<file path="src/rtl/ym3438_lfo_ctrl_pkg.sv">
// Shared constants, register decode and slot-to-channel helpers for the
// LFO register front end.
package ym3438_lfo_ctrl_pkg;

    localparam int unsigned SLOTS  = 24;
    localparam int unsigned NUM_CH = 6;
    localparam int unsigned CH_W   = 3;

    localparam logic [7:0] ADDR_TEST    = 8'h21;
    localparam logic [7:0] ADDR_LFO     = 8'h22;
    localparam logic [7:0] ADDR_FNUM_LO = 8'hA0;
    localparam logic [7:0] ADDR_FNUM_HI = 8'hA4;
    localparam logic [7:0] ADDR_PMS     = 8'hB4;

    typedef enum logic [2:0] {
        REG_NONE,
        REG_TEST,
        REG_LFO,
        REG_PMS,
        REG_FNUM_HI,
        REG_FNUM_LO
    } reg_kind_e;

    // Global registers exist only in part 0; per-channel groups accept n = 0..2.
    function automatic reg_kind_e decode_addr(input logic [7:0] a, input logic part);
        reg_kind_e k;
        k = REG_NONE;
        if (!part && a == ADDR_TEST) begin
            k = REG_TEST;
        end else if (!part && a == ADDR_LFO) begin
            k = REG_LFO;
        end else if (a[1:0] != 2'd3) begin
            if (a[7:2] == ADDR_PMS[7:2])          k = REG_PMS;
            else if (a[7:2] == ADDR_FNUM_HI[7:2]) k = REG_FNUM_HI;
            else if (a[7:2] == ADDR_FNUM_LO[7:2]) k = REG_FNUM_LO;
        end
        return k;
    endfunction

    function automatic logic [CH_W-1:0] slot_to_ch(input logic [4:0] s);
        return CH_W'(s % 5'd6);
    endfunction

endpackage

</file>
<file path="src/rtl/ym3438_lfo_ctrl_if.sv">
// CPU register write bus: request held until a one-cycle acknowledge.
interface ym3438_lfo_ctrl_if;

    logic       wr_req;
    logic [8:0] wr_addr;
    logic [7:0] wr_data;
    logic       wr_ack;

    modport master (output wr_req, output wr_addr, output wr_data, input wr_ack);
    modport slave  (input wr_req, input wr_addr, input wr_data, output wr_ack);

endinterface

</file>
<file path="src/rtl/ym3438_slot_counter.sv">
// Slot counter stepping on c1 ticks with wrap at SLOTS-1 and a registered
// last-slot flag; slot_next is exposed so users can prefetch per-slot data.
module ym3438_slot_counter #(
    parameter int unsigned SLOTS = 24
) (
    input  logic       MCLK,
    input  logic       reset,
    input  logic       c1,
    output logic [4:0] slot,
    output logic [4:0] slot_next,
    output logic       fsm_sel23
);

    localparam logic [4:0] LAST = 5'(SLOTS - 1);

    // Next slot value with wrap.
    always_comb begin
        slot_next = (slot == LAST) ? '0 : slot + 5'd1;
    end

    // Advance the slot and last-slot flag together on each tick.
    always_ff @(posedge MCLK or posedge reset) begin
        if (reset) begin
            slot      <= '0;
            fsm_sel23 <= 1'b0;
        end else if (c1) begin
            slot      <= slot_next;
            fsm_sel23 <= (slot_next == LAST);
        end
    end

endmodule

</file>
<file path="src/rtl/ym3438_lfo_ctrl.sv">
// LFO register front end: write decode, per-channel PMS/F-number storage and
// slot-indexed presentation to the LFO datapath.
module ym3438_lfo_ctrl
    import ym3438_lfo_ctrl_pkg::*;
#(
    parameter int unsigned SLOTS = ym3438_lfo_ctrl_pkg::SLOTS
) (
    input  logic                    MCLK,
    input  logic                    reset,
    input  logic                    c1,
    ym3438_lfo_ctrl_if.slave        wr,
    output logic [3:0]              lfo,
    output logic [7:0]              reg_21,
    output logic                    fsm_sel23,
    output logic [4:0]              slot,
    output logic [2:0]              pms,
    output logic [10:0]             fnum
);

    logic            ack_q;
    logic            commit;
    reg_kind_e       kind;
    logic [CH_W-1:0] wch;
    logic [CH_W-1:0] nch;
    logic [4:0]      slot_next;
    logic [2:0]      pms_r  [NUM_CH];
    logic [10:0]     fnum_r [NUM_CH];
    logic [2:0]      fnum_hi;
    logic [2:0]      pms_nx;
    logic [10:0]     fnum_nx;

    assign wr.wr_ack = ack_q;

    ym3438_slot_counter #(.SLOTS(SLOTS)) u_slot (
        .MCLK      (MCLK),
        .reset     (reset),
        .c1        (c1),
        .slot      (slot),
        .slot_next (slot_next),
        .fsm_sel23 (fsm_sel23)
    );

    // Write decode and next-slot channel data; a write landing on the channel
    // that becomes current on this tick bypasses the stale stored value.
    always_comb begin
        commit  = c1 && wr.wr_req && !ack_q;
        kind    = decode_addr(wr.wr_addr[7:0], wr.wr_addr[8]);
        wch     = CH_W'({1'b0, wr.wr_addr[1:0]}) + (wr.wr_addr[8] ? CH_W'(3) : CH_W'(0));
        nch     = slot_to_ch(slot_next);
        pms_nx  = pms_r[nch];
        fnum_nx = fnum_r[nch];
        if (commit && kind == REG_PMS && wch == nch) begin
            pms_nx = wr.wr_data[5:3];
        end
        if (commit && kind == REG_FNUM_LO && wch == nch) begin
            fnum_nx = {fnum_hi, wr.wr_data};
        end
    end

    // Register file updates on a committed write.
    always_ff @(posedge MCLK or posedge reset) begin
        if (reset) begin
            lfo     <= '0;
            reg_21  <= '0;
            fnum_hi <= '0;
            for (int unsigned i = 0; i < NUM_CH; i++) begin
                pms_r[i]  <= '0;
                fnum_r[i] <= '0;
            end
        end else if (commit) begin
            case (kind)
                REG_TEST:    reg_21      <= wr.wr_data;
                REG_LFO:     lfo         <= wr.wr_data[3:0];
                REG_PMS:     pms_r[wch]  <= wr.wr_data[5:3];
                REG_FNUM_HI: fnum_hi     <= wr.wr_data[2:0];
                REG_FNUM_LO: fnum_r[wch] <= {fnum_hi, wr.wr_data};
                default:     ;
            endcase
        end
    end

    // Acknowledge pulse and slot-indexed channel outputs.
    always_ff @(posedge MCLK or posedge reset) begin
        if (reset) begin
            ack_q <= 1'b0;
            pms   <= '0;
            fnum  <= '0;
        end else begin
            ack_q <= commit;
            if (c1) begin
                pms  <= pms_nx;
                fnum <= fnum_nx;
            end
        end
    end

endmodule

</file>
<file path="src/flat_wrapper.sv">
// flat-port wrapper written by rule: the top's interface ports become plain ports
module ym3438_lfo_ctrl_flat import ym3438_lfo_ctrl_pkg::*;
#(
    parameter int unsigned SLOTS = ym3438_lfo_ctrl_pkg::SLOTS
)
  (MCLK, reset, c1, lfo, reg_21, fsm_sel23, slot, pms, fnum, wr_wr_req, wr_wr_addr, wr_wr_data, wr_wr_ack);
  ym3438_lfo_ctrl_if wr_i ();
  input  logic MCLK;
  input  logic reset;
  input  logic c1;
  output logic [3:0] lfo;
  output logic [7:0] reg_21;
  output logic fsm_sel23;
  output logic [4:0] slot;
  output logic [2:0] pms;
  output logic [10:0] fnum;
  input wire logic [$bits(wr_i.wr_req)-1:0] wr_wr_req;
  input wire logic [$bits(wr_i.wr_addr)-1:0] wr_wr_addr;
  input wire logic [$bits(wr_i.wr_data)-1:0] wr_wr_data;
  output wire logic [$bits(wr_i.wr_ack)-1:0] wr_wr_ack;
  assign wr_i.wr_req = wr_wr_req;
  assign wr_i.wr_addr = wr_wr_addr;
  assign wr_i.wr_data = wr_wr_data;
  assign wr_wr_ack = wr_i.wr_ack;
  ym3438_lfo_ctrl #(.SLOTS(SLOTS)) u_core (.MCLK(MCLK), .reset(reset), .c1(c1), .wr(wr_i), .lfo(lfo), .reg_21(reg_21), .fsm_sel23(fsm_sel23), .slot(slot), .pms(pms), .fnum(fnum));
endmodule
</file>
<file path="config.mk">
export PLATFORM = sky130hd
export DESIGN_NAME = ym3438_lfo_ctrl_flat
export DESIGN_NICKNAME = d
export VERILOG_FILES = /design/src/rtl/ym3438_lfo_ctrl_pkg.sv /design/src/rtl/ym3438_lfo_ctrl_if.sv /design/src/rtl/ym3438_slot_counter.sv /design/src/rtl/ym3438_lfo_ctrl.sv /design/src/flat_wrapper.sv
export SDC_FILE = /design/constraint.sdc
export NUM_CORES = 1
export LEC_CHECK = 0
export BUFFER_PORTS_ARGS = -buffer_cell sky130_fd_sc_hd__buf_2
export CAP_MARGIN = 40
export CORE_MARGIN = 10
export CORE_UTILIZATION = 35
export DETAILED_ROUTE_END_ITERATION = 6
export SYNTH_ARGS = -nofsm -noshare
export SYNTH_HDL_FRONTEND = slang
export SYNTH_SLANG_ARGS = --single-unit
</file>
<file path="constraint.sdc">
create_clock -name MCLK -period 5.25 [get_ports MCLK]
set_input_delay 0.525 -clock MCLK [delete_from_list [all_inputs] [get_ports MCLK]]
set_output_delay 0.525 -clock MCLK [all_outputs]
set_load 0.01 [all_outputs]
</file>
After elaboration in Yosys (flattened, before gate mapping)
Cells that the tools add are included.
- register bits: 120
- output and inout port bits: 33
- word-level logic and storage cells: 80
- add/sub/neg operators: 2
- divide/modulo/power cells: 1
- magnitude comparators: 3
- eq/ne operators: 14
- muxes and demuxes: 22
- bitwise operators: 2
- reduce and logical (&&, ||, !) cells: 16
- operators by type and width (cell ; count):
    $bwmux 66 ; 1
    $mux 11 ; 4
    $bmux 11 s3 ; 1
    $demux 11 s3 ; 1
    $mux 3 ; 10
    $bwmux 18 ; 1
    $eq 6x6->1 const B ; 3
    $eq 8x6->1 const B ; 2
    $eq 5x5->1 const B ; 2
    $reduce_and 2->1 ; 5
    $bmux 3 s3 ; 1
    $demux 3 s3 ; 1
    $logic_and 1x1->1 ; 9
    $ge 4x4->1 const B ; 2
    $not 3->4 ; 2
    $eq 3x2->1 const B ; 2
    $eq 3x3->1 const B ; 2
    $add 5x1->5 const B ; 1
    $mod 5x3->5 const B ; 1
    $mux 5 ; 1
    $lt 4x1->1 const B ; 1
    $add 2x3->3 ; 1
    $eq 3x1->1 const B ; 1
    $eq 3x3->1 ; 1
    3 further kinds ; 4

Depth between registers and ports, before layout
Gate-level depths: netlist of the first run.
- depth in word-level cells: 11
- gate-level depth with buffers: 21
- mapped depth without buffers: 18

Modules after synthesis
From an unflattened synthesis of the first run, not the netlist that was laid out.
- cells, all modules: 463
- area, all modules: 5934.4 um2
- modules (own cells, without submodules) (module ; times used ; cells each ; area each (um2) ; seq. area each (um2)):
    ym3438_lfo_ctrl ; 1 ; 430 ; 5591.6 ; 2852.7
    ym3438_slot_counter ; 1 ; 33 ; 342.8 ; 150.1

Least setup slack after synthesis of the first run
Ideal clock, no wire load.
- kind: register to register
- from: reg u_core.u_slot.slot[0]
- to: reg u_core.pms[0]
- library setup time: 120 ps
- arrival: 4613 ps
- required time: 5130 ps
- slack: 517 ps
- cell stages (with the launch flop): 18
- path buffers: 1
- clock period less this slack: 4733 ps
- cells stage by stage: dfrtp_1 > ha_1 > buf_2 > nand2b_1 > nand2b_1 > nand2_1 > nand2_1 > ha_1 > o21ai_1 > o31ai_1 > ha_1 > or4b_4 > and2_1 > a2111oi_4 > mux2_4 > or4_4 > or2_0 > a31o_1
- cells in the longest elaborated chain, start to end: 8
- ends and longest elaborated chain (what ; RTL line ; text):
    from (decl) ; ym3438_slot_counter.sv:9 ; output logic [4:0] slot,
    from (signal assigned) ; ym3438_slot_counter.sv:27 ; slot <= slot_next;
    $add 5x1->5 or $eq 5x5->1 (tied branches) ; ym3438_slot_counter.sv:18 ; slot_next = (slot == LAST) ? '0 : slot + 5'd1;
    $mux 5 * ; ym3438_slot_counter.sv:18 ;
    $mod 5x3->5 * ; ym3438_lfo_ctrl_pkg.sv:41 ; return CH_W'(s % 5'd6);
    $not 3->4 (not written as such) ; ym3438_lfo_ctrl.sv:50 ; pms_nx = pms_r[nch];
    $bmux 3 s3 ; ym3438_lfo_ctrl.sv:50 ;
    $mux 3 (not written as such) (2 in series) ; ym3438_lfo_ctrl.sv:50 ;
    $mux 3 * ; ym3438_lfo_ctrl.sv:52 ; if (commit && kind == REG_PMS && wch == nch) begin
    to (signal assigned) ; ym3438_lfo_ctrl.sv:91 ; pms <= pms_nx;
    to (decl) ; ym3438_lfo_ctrl.sv:16 ; output logic [2:0] pms,
Every way passes the cells marked *; elsewhere a longest branch is shown, timed or not. The select of a mux whose other input is x is not followed.
A chain may end at the register's enable or synchronous reset.

Worst setup path in the final report of the first run
- from: reg u_core.u_slot.slot[1]
- to: reg u_core.fnum[10]
- cells in the longest elaborated chain, start to end: 8
- ends and longest elaborated chain (what ; RTL line ; text):
    $add 5x1->5 or $eq 5x5->1 (tied branches) ; ym3438_slot_counter.sv:18 ;
    $mux 5 * ; ym3438_slot_counter.sv:18 ;
    $mod 5x3->5 * ; ym3438_lfo_ctrl_pkg.sv:41 ;
    $not 3->4 (not written as such) ; ym3438_lfo_ctrl.sv:51 ; fnum_nx = fnum_r[nch];
    $bmux 11 s3 ; ym3438_lfo_ctrl.sv:51 ;
    $mux 11 (not written as such) (2 in series) ; ym3438_lfo_ctrl.sv:51 ;
    $mux 11 * ; ym3438_lfo_ctrl.sv:55 ; if (commit && kind == REG_FNUM_LO && wch == nch) begin
    to (signal assigned) ; ym3438_lfo_ctrl.sv:92 ; fnum <= fnum_nx;
    to (decl) ; ym3438_lfo_ctrl.sv:17 ; output logic [10:0] fnum
Marks and branches as above.

==> flow_summary.html, run 1 <==
<table>
<tr><th>Metric</th><th>Value</th></tr>
<tr><th colspan="2">GRT</th></tr>
<tr><td>Global-route track usage on met1</td><td>16.0%</td></tr>
<tr><td>Met3 Use GR</td><td>under 10%</td></tr>
<tr><td>Maximum number of pins on one net before global-route repair</td><td>66</td></tr>
<tr><td>Total congestion overflow after global routing</td><td>0</td></tr>
<tr><td>Antenna violations before repair</td><td>0</td></tr>
<tr><td>Number of global-route vias before repair</td><td>4291</td></tr>
<tr><td>Global-route usage over all layers</td><td>13.5%</td></tr>
<tr><td>Gr busiest metal</td><td>met2</td></tr>
<tr><td>Wire length of the first global-routing pass</td><td>23600 um</td></tr>
<tr><td>Grt met2 use</td><td>a little under a quarter</td></tr>
<tr><th colspan="2">Logic synthesis</th></tr>
<tr><td>Synth cell types</td><td>57</td></tr>
<tr><td>Most numerous cell types in the synthesized netlist</td><td>sky130_fd_sc_hd__dfrtp_1 (120), sky130_fd_sc_hd__mux2_2 (114), sky130_fd_sc_hd__nand2_1 (26), sky130_fd_sc_hd__nor2b_1 (20), sky130_fd_sc_hd__clkbuf_1 (16)</td></tr>
<tr><td>Top-count cell post-synth</td><td>sky130_fd_sc_hd__dfrtp_1</td></tr>
<tr><td>Most common flop cell mapped by yosys</td><td>sky130_fd_sc_hd__dfrtp_1</td></tr>
<tr><td>Async S/R FF share, synth</td><td>100%</td></tr>
<tr><td>Number of enable-type register cells in the synthesized netlist</td><td>0</td></tr>
<tr><td>Register bit total from synthesis</td><td>120</td></tr>
<tr><td>Fraction of post-synthesis cell area in the top cell type by area</td><td>between 50% and 60%</td></tr>
<tr><td>Largest cells by area after synthesis</td><td>sky130_fd_sc_hd__dfrtp_1 (50%), sky130_fd_sc_hd__mux2_2 (21%), sky130_fd_sc_hd__mux4_2 (5.3%)</td></tr>
<tr><td>Synthesis Warnings</td><td>0</td></tr>
<tr><td>Cell taking the most area after synthesis</td><td>sky130_fd_sc_hd__dfrtp_1</td></tr>
<tr><td>Synthesized netlist net count</td><td>486</td></tr>
<tr><td>Total standard cell area after synthesis</td><td>about 6000 um2</td></tr>
<tr><td>Per-instance average area after synthesis</td><td>roughly 13 um2</td></tr>
<tr><td>Post-synthesis sequential area ratio</td><td>50.3%</td></tr>
<tr><td>Synthesized instance count</td><td>457</td></tr>
<tr><th colspan="2">Clocking</th></tr>
<tr><td>Post-CTS setup buffer count</td><td>0</td></tr>
<tr><td>PostCTS Resize Cnt</td><td>0</td></tr>
<tr><td>Clock latency of the later-clocked register in the worst-skew pair</td><td>~0.42 ns</td></tr>
<tr><td>Hold buffer count at CTS</td><td>0</td></tr>
<tr><td>TritonCTS clock tree</td><td>done</td></tr>
<tr><td>Htree depth</td><td>4</td></tr>
<tr><td>Buffers from clock root to sink, at most</td><td>2</td></tr>
<tr><td>Clock root cell</td><td>sky130_fd_sc_hd__clkbuf_16</td></tr>
<tr><td>Number of buffers added by the clock tree synthesis step</td><td>17</td></tr>
<tr><td>Clock edge transition at the registers on the reported setup and hold paths</td><td>approximately 0.06 ns</td></tr>
<tr><td>Clock Sink Count</td><td>between 100 and 150</td></tr>
<tr><th colspan="2">STA</th></tr>
<tr><td>Setup repair after global routing missed its margin</td><td>no</td></tr>
<tr><td>Slew of the pin with the lowest slew margin</td><td>around 0.82 ns</td></tr>
<tr><td>Final Hold Vio Count</td><td>0</td></tr>
<tr><td>Sum of negative setup slack</td><td>0 ns</td></tr>
<tr><td>Worst clock skew on the final layout</td><td>between 0.008 and 0.009 ns</td></tr>
<tr><td>Final worst-path cycle share</td><td>a little over nine tenths</td></tr>
<tr><td>Count of pins over their slew limit</td><td>0</td></tr>
<tr><td>Post-route minimum period</td><td>around 4.9 ns</td></tr>
<tr><td>Total of endpoints with negative setup slack in the final report</td><td>0</td></tr>
<tr><td>Highest Clock Rate</td><td>roughly 200 MHz</td></tr>
<tr><td>Worst rel slew slack</td><td>between 40% and 50%</td></tr>
<tr><th colspan="2">Layout</th></tr>
<tr><td>Total Nets Final</td><td>around 540</td></tr>
<tr><td>Layout-stage area growth over the synthesis result</td><td>18.7%</td></tr>
<tr><td>Layout cell share with drive strength beyond 1</td><td>between 40% and 50%</td></tr>
<tr><td>Total inserted antenna cells</td><td>0</td></tr>
<tr><td>Final core area utilization</td><td>between 40% and 50%</td></tr>
<tr><th colspan="2">Drt</th></tr>
<tr><td>Vias per inst</td><td>5.29</td></tr>
<tr><td>Average wire per standard cell</td><td>roughly 20 um</td></tr>
<tr><td>Post-route antenna net violation count</td><td>0</td></tr>
<tr><td>Post-route DRC</td><td>0</td></tr>
<tr><td>Number of DRC violations after detailed-routing iteration 0</td><td>between 200 and 300</td></tr>
<tr><td>Number of optimization iterations in the first detailed-route pass</td><td>4</td></tr>
<tr><td>Total wire length</td><td>14600 um</td></tr>
<tr><td>Vias</td><td>3946</td></tr>
<tr><th colspan="2">Worst setup path</th></tr>
<tr><td>Critical path start-end classification</td><td>reg -&gt; reg</td></tr>
<tr><td>Nature of the critical path endpoint</td><td>flop</td></tr>
<tr><td>Required time worst endpoint</td><td>5.54 ns</td></tr>
<tr><td>Startpoint class of the critical path</td><td>flop</td></tr>
<tr><td>Maximum fanout along the worst path</td><td>11</td></tr>
<tr><td>CP arrival</td><td>about 5.2 ns</td></tr>
<tr><th colspan="2">Power and ir drop</th></tr>
<tr><td>Sequential cell fraction of total power</td><td>29.7%</td></tr>
<tr><td>Internal cell power</td><td>2.13 mW</td></tr>
<tr><td>Logic gate share of total power</td><td>a little over a third</td></tr>
<tr><td>Power per cell area</td><td>roughly 480 nW/um2</td></tr>
<tr><td>Total net switching power</td><td>between 1 and 1.5 mW</td></tr>
<tr><td>Largest vdd supply drop</td><td>roughly 0.42 mV</td></tr>
<tr><td>Switching fraction of total power</td><td>between 30% and 40%</td></tr>
<tr><td>Leakage component of the power</td><td>3.48 nW</td></tr>
<tr><td>Portion of total power attributed to the clock network</td><td>between 30% and 40%</td></tr>
<tr><th colspan="2">Place</th></tr>
<tr><td>DP Wirelength</td><td>9530 um</td></tr>
<tr><td>PortBufs</td><td>53</td></tr>
<tr><td>RePlAce Congestion</td><td>0.787</td></tr>
<tr><th colspan="2">Die</th></tr>
<tr><td>Die area</td><td>between 20000 and 25000 um2</td></tr>
<tr><td>Vertical die dimension</td><td>approximately 150 um</td></tr>
<tr><td>Number of I/O pins</td><td>54</td></tr>
<tr><td>Site row count</td><td>between 40 and 50</td></tr>
<tr><td>Starting density of the core</td><td>roughly 36%</td></tr>
<tr><td>Die width</td><td>151 um</td></tr>
<tr><td>Placeable core region</td><td>~17000 um2</td></tr>
<tr><th colspan="2">Run status</th></tr>
<tr><td>Run status</td><td>completed</td></tr>
<tr><th colspan="2">Min path</th></tr>
<tr><td>Class of the most critical hold timing path</td><td>in -&gt; async</td></tr>
<tr><th colspan="2">Run</th></tr>
<tr><td>Max-cap violations</td><td>0</td></tr>
</table>
-- per-stage QoR --
stage / hold slack [ns] / instances / worst slack, ns / power [mW] / instance area, um2
floorplan: 0.474 / 457 / 0.517 / 1.88 / 5980
global placement: 0.437 / 711 / 0.494 / 2.21 / 6480
detailed placement: 0.444 / 714 / 0.372 / 2.26 / 6500
CTS: 0.293 / 746 / 0.339 / 3.43 / 7090
global route: 0.330 / 746 / 0.0794 / 3.57 / 7090
finish: 0.268 / 746 / 0.322 / 3.40 / 7090
-- layout make-up --
class | count | area, um2
Fill cell | 1554 | 9550
Sequential cell | 120 | 3000
Multi-Input combinational cell | 299 | 2830
Clock buffer | 19 | 443
Timing Repair Buffer | 65 | 355
Tap cell | 220 | 275
Clock inverter | 13 | 144
Inverter | 10 | 40.0
-- sequential cells by signal (all words and copies together) (netlist names) --
register / count
u_core.fnum_r: 66
u_core.pms_r: 18
u_core.fnum: 11
u_core.reg_21: 8
u_core.u_slot.slot: 5
u_core.lfo: 4
u_core.fnum_hi: 3
u_core.pms: 3
u_core.u_slot.fsm_sel23: 1
u_core.wr.wr_ack: 1
-- worst max-delay path, cell delays in order, from the launching register on --
cell,delay (ns)
sky130_fd_sc_hd__dfrtp_1,0.50
sky130_fd_sc_hd__ha_1,0.32
sky130_fd_sc_hd__and2_1,0.24
sky130_fd_sc_hd__o32a_2,0.41
sky130_fd_sc_hd__ha_1,0.25
sky130_fd_sc_hd__o21ai_1,0.17
sky130_fd_sc_hd__o31ai_1,0.15
sky130_fd_sc_hd__ha_1,0.23
sky130_fd_sc_hd__or4b_4,0.58
sky130_fd_sc_hd__and2_1,0.22
sky130_fd_sc_hd__a2111oi_4,0.39
sky130_fd_sc_hd__mux2_4,0.35
sky130_fd_sc_hd__nor4_2,0.29
sky130_fd_sc_hd__nor2b_1,0.19
sky130_fd_sc_hd__buf_4,0.22
sky130_fd_sc_hd__a221o_1,0.30
-- power groups by stage --
stage / combinational (mW) / sequential, mW / clock, mW
3_5_place_dp: 1.23 / 1.02 / 0
3_3_place_gp: 1.19 / 1.02 / 0
6_report: 1.22 / 1.01 / 1.17
5_1_grt: 1.32 / 1.02 / 1.23
2_1_floorplan: 0.871 / 1.01 / 0
4_1_cts: 1.24 / 1.01 / 1.18
-- final timing paths --
path | from | endpoint | slack, ns | depth (start not counted)
max in group asynchronous | reset | u_core.fnum_r[60] | 3.77 | 3
worst max-delay path | u_core.u_slot.slot[1] | u_core.fnum[10] | 0.32 | 15
worst max register to register | u_core.u_slot.slot[1] | u_core.fnum[10] | 0.32 | 15
worst min register to register | u_core.wr.wr_ack | u_core.wr.wr_ack | 0.45 | 1
min in group MCLK | wr_wr_req | u_core.wr.wr_ack | 0.35 | 3
worst min-delay path | reset | u_core.reg_21[1] | 0.27 | 2
-- cells by family after synthesis --
group	share of synthesized area, %
flip-flops	50.3
XOR/XNOR	0.733
AO/OA/AOI/OAI	8.15
adder cells (fa/ha/maj)	1.80
AND/OR/NAND/NOR	9.44
buffers and inverters	2.62
multiplexers	27.0
-- layout by cell type (no fill, tap or decap), drive strengths merged, types with 13 or more instances in the layout --
master / netlist / routed
inv: 10 / 14
mux2: 115 / 115
buf: 12 / 65
nand2: 26 / 26
clkbuf: 16 / 19
nor2b: 20 / 20
nor2: 13 / 13
dfrtp: 120 / 120
mux4: 14 / 14
-- layer usage --
metal	part of all wire, %	wire, um
met1	44	6460
met2	50	7310
met3	3.8	553
met4	2.0	289
met5	0	0
Power figures use the tool's default switching activity.
==> run 2: changes to the inputs <==
Settings changed: CTS_BUF_LIST from default to sky130_fd_sc_hd__clkbuf_8, PLACE_DENSITY_LB_ADDON from default to 0.15.
==> flow_summary.html, run 2 (synthesis gave the netlist of run 1 again) <==
<table>
<tr><th>Metric</th><th>Value</th></tr>
<tr><th colspan="2">STA</th></tr>
<tr><td>Setup slack of the critical path after layout</td><td>0.312 ns (-0.00972 ns)</td></tr>
<tr><td>Setup repair after global routing missed its margin</td><td>no</td></tr>
<tr><td>Final Hold Vio Count</td><td>0 (unchanged)</td></tr>
<tr><td>Sum of negative setup slack</td><td>0 ns (unchanged)</td></tr>
<tr><td>Total of endpoints with negative setup slack in the final report</td><td>0 (unchanged)</td></tr>
<tr><td>Count of pins over their slew limit</td><td>0 (unchanged)</td></tr>
<tr><td>Worst rel slew slack</td><td>35.4% (-9.5 points)</td></tr>
<tr><td>Slew of the pin with the lowest slew margin</td><td>0.965 ns (+0.141 ns)</td></tr>
<tr><td>Highest Clock Rate</td><td>203 MHz (-0.20%)</td></tr>
<tr><td>Post-route minimum period</td><td>4.94 ns (+0.00972 ns)</td></tr>
<tr><td>Worst clock skew on the final layout</td><td>0.0131 ns (+0.00489 ns)</td></tr>
<tr><td>Final worst-path cycle share</td><td>94.0% (+0.19 points)</td></tr>
<tr><th colspan="2">GRT</th></tr>
<tr><td>Antenna violations before repair</td><td>0 (unchanged)</td></tr>
<tr><td>Wire length of the first global-routing pass</td><td>22800 um (-3.4%)</td></tr>
<tr><td>Maximum number of pins on one net before global-route repair</td><td>62 (-6.1%)</td></tr>
<tr><td>Number of global-route vias before repair</td><td>3965 (-7.6%)</td></tr>
<tr><td>Global-route usage over all layers</td><td>13.2% (-0.30 points)</td></tr>
<tr><td>Total congestion overflow after global routing</td><td>0 (unchanged)</td></tr>
<tr><th colspan="2">Layout</th></tr>
<tr><td>Layout-stage area growth over the synthesis result</td><td>15.9%</td></tr>
<tr><td>Total Nets Final</td><td>541 (-0.18%)</td></tr>
<tr><td>Leading cell types in the layout, fill and taps excluded</td><td>sky130_fd_sc_hd__dfrtp_1 (120), sky130_fd_sc_hd__mux2_2 (114), sky130_fd_sc_hd__buf_2 (53), sky130_fd_sc_hd__nand2_1 (26)</td></tr>
<tr><td>Layout cell share with drive strength beyond 1</td><td>45.0% (-0.29 points)</td></tr>
<tr><td>Register with the most flip-flops</td><td>u_core.fnum_r</td></tr>
<tr><td>Max FFs per register</td><td>66 (unchanged)</td></tr>
<tr><td>Most common library cell in the layout ignoring fill and taps</td><td>sky130_fd_sc_hd__dfrtp_1</td></tr>
<tr><td>Final core area utilization</td><td>41.6% (-0.99 points)</td></tr>
<tr><td>Largest registers ranked by flip-flop count</td><td>u_core.fnum_r x66, u_core.pms_r x18, u_core.fnum x11</td></tr>
<tr><td>Total inserted antenna cells</td><td>0 (unchanged)</td></tr>
<tr><td>Non-filler instance count after layout</td><td>745 (-0.13%)</td></tr>
<tr><th colspan="2">Clocking</th></tr>
<tr><td>Clock root cell</td><td>sky130_fd_sc_hd__clkbuf_8</td></tr>
<tr><td>Post-CTS setup buffer count</td><td>0 (unchanged)</td></tr>
<tr><td>Clock Sink Count</td><td>120 (unchanged)</td></tr>
<tr><td>Hold buffer count at CTS</td><td>0 (unchanged)</td></tr>
<tr><td>Htree depth</td><td>4 (unchanged)</td></tr>
<tr><td>TritonCTS clock tree</td><td>done</td></tr>
<tr><td>Clock edge transition at the registers on the reported setup and hold paths</td><td>0.08 ns (+0.02 ns)</td></tr>
<tr><td>Clock latency of the later-clocked register in the worst-skew pair</td><td>0.45 ns (+0.03 ns)</td></tr>
<tr><td>PostCTS Resize Cnt</td><td>0 (unchanged)</td></tr>
<tr><td>Number of buffers added by the clock tree synthesis step</td><td>17 (unchanged)</td></tr>
<tr><td>Buffers from clock root to sink, at most</td><td>2 (unchanged)</td></tr>
<tr><th colspan="2">Die</th></tr>
<tr><td>Number of I/O pins</td><td>54 (unchanged)</td></tr>
<tr><td>Starting density of the core</td><td>35.9% (unchanged)</td></tr>
<tr><td>Placeable core region</td><td>16600 um2 (unchanged)</td></tr>
<tr><td>Die area</td><td>22700 um2 (unchanged)</td></tr>
<tr><td>Site row count</td><td>47 (unchanged)</td></tr>
<tr><td>Vertical die dimension</td><td>151 um (unchanged)</td></tr>
<tr><td>Die width</td><td>151 um (unchanged)</td></tr>
<tr><th colspan="2">Worst setup path</th></tr>
<tr><td>Worst reg2reg setup slack</td><td>0.31 ns (about the same)</td></tr>
<tr><td>Register-to-Register Path Depth</td><td>15 (unchanged)</td></tr>
<tr><td>Critical path start-end classification</td><td>reg -&gt; reg</td></tr>
<tr><td>Origin of the critical flop-to-flop path</td><td>u_core.u_slot.slot[0]</td></tr>
<tr><td>CP arrival</td><td>5.26 ns (+0.04 ns)</td></tr>
<tr><td>Nature of the critical path endpoint</td><td>flop</td></tr>
<tr><td>Required time worst endpoint</td><td>5.57 ns (+0.03 ns)</td></tr>
<tr><td>Startpoint class of the critical path</td><td>flop</td></tr>
<tr><td>Reg-to-reg endpoint</td><td>u_core.fnum[0]</td></tr>
<tr><td>Maximum fanout along the worst path</td><td>11 (unchanged)</td></tr>
<tr><th colspan="2">Place</th></tr>
<tr><td>Placed Instances</td><td>713 (-0.14%)</td></tr>
<tr><td>PortBufs</td><td>53 (unchanged)</td></tr>
<tr><td>RePlAce Congestion</td><td>0.771 (-2.0%)</td></tr>
<tr><td>DP Wirelength</td><td>9520 um (-0.14%)</td></tr>
<tr><td>Placement-stage worst setup slack</td><td>0.369 ns (-0.00271 ns)</td></tr>
<tr><th colspan="2">Drt</th></tr>
<tr><td>Number of DRC violations after detailed-routing iteration 0</td><td>216 (-16%)</td></tr>
<tr><td>Vias</td><td>3882 (-1.6%)</td></tr>
<tr><td>Post-route antenna net violation count</td><td>0 (unchanged)</td></tr>
<tr><td>Average wire per standard cell</td><td>19.4 um (-1.1%)</td></tr>
<tr><td>Number of optimization iterations in the first detailed-route pass</td><td>4 (unchanged)</td></tr>
<tr><td>Total wire length</td><td>14400 um (-1.2%)</td></tr>
<tr><td>Vias per inst</td><td>5.21 (-1.5%)</td></tr>
<tr><td>Post-route DRC</td><td>0 (unchanged)</td></tr>
<tr><th colspan="2">Power and ir drop</th></tr>
<tr><td>Power per cell area</td><td>447 nW/um2 (-6.8%)</td></tr>
<tr><td>Largest vdd supply drop</td><td>0.401 mV (-4.7%)</td></tr>
<tr><td>Total chip power</td><td>3.09 mW (-8.9%)</td></tr>
<tr><td>Leakage component of the power</td><td>3.42 nW (-1.7%)</td></tr>
<tr><th colspan="2">Min path</th></tr>
<tr><td>Class of the most critical hold timing path</td><td>in -&gt; async</td></tr>
<tr><th colspan="2">Run status</th></tr>
<tr><td>Run status</td><td>completed</td></tr>
<tr><th colspan="2">Run</th></tr>
<tr><td>Max-cap violations</td><td>0 (unchanged)</td></tr>
</table>
-- run 2: cell count changes in the layout (fill, tap and decap cells not counted), sizes merged --
cell and delta:
bufinv +1, inv -1, clkinv +2, buf -1
clkbuf +1, clkinvlp -3
-- run 2: metrics by stage --
step | instance area (um2) | hold WS, ns
after CTS | 6930 | 0.226
after detailed placement | 6500 | 0.453
final | 6930 | 0.222
after global placement | 6480 | 0.438
after floorplan | 5980 | 0.474
after global routing | 6930 | 0.267
-- run 2: worst max path at each step --
stage / start / to / slack, ns
global route: u_core.u_slot.slot[0] / u_core.fnum[0] / 0.04
CTS: u_core.u_slot.slot[0] / u_core.fnum[0] / 0.34
detailed placement: u_core.u_slot.slot[0] / u_core.fnum[10] / 0.37
finish: u_core.u_slot.slot[0] / u_core.fnum[0] / 0.31
global placement: u_core.u_slot.slot[0] / u_core.pms[2] / 0.56
floorplan: u_core.u_slot.slot[0] / u_core.pms[0] / 0.52
-- run 2: critical path, stage by stage, from the launching register on --
cell	delay (ns)
sky130_fd_sc_hd__dfrtp_1	0.39
sky130_fd_sc_hd__ha_1	0.34
sky130_fd_sc_hd__and2_1	0.27
sky130_fd_sc_hd__o32a_2	0.41
sky130_fd_sc_hd__ha_1	0.25
sky130_fd_sc_hd__o21ai_1	0.15
sky130_fd_sc_hd__o31ai_1	0.14
sky130_fd_sc_hd__ha_1	0.23
sky130_fd_sc_hd__or4b_4	0.57
sky130_fd_sc_hd__and2_1	0.22
sky130_fd_sc_hd__a2111oi_4	0.42
sky130_fd_sc_hd__mux2_4	0.35
sky130_fd_sc_hd__nor4_2	0.34
sky130_fd_sc_hd__nor2b_1	0.22
sky130_fd_sc_hd__buf_4	0.21
sky130_fd_sc_hd__a221o_1	0.29
-- run 2: metal layers --
metal  wire [um]  global-route usage (%)  vias to the layer above
met2        7240                    21.7                       56
li1            -                       -                     1796
met4         163                    4.72                        0
met5           0                       0                        -
met3         514                    3.87                       14
met1        6510                    16.2                     2016
-- run 2: area by class of cell --
class,count,area [um2]
fill,1564,9720
sequential,120,3000
multi-input combinational,299,2830
timing repair buffer,64,352
clock buffer,20,275
tap,220,275
clock inverter,12,150
inverter,10,40.0
-- run 2: power by group --
group / switching (mW) / internal [mW] / total, mW
clock: 0.380 / 0.506 / 0.886
combinational: 0.771 / 0.441 / 1.21
sequential: 0.0452 / 0.951 / 0.996
total: 1.20 / 1.90 / 3.09
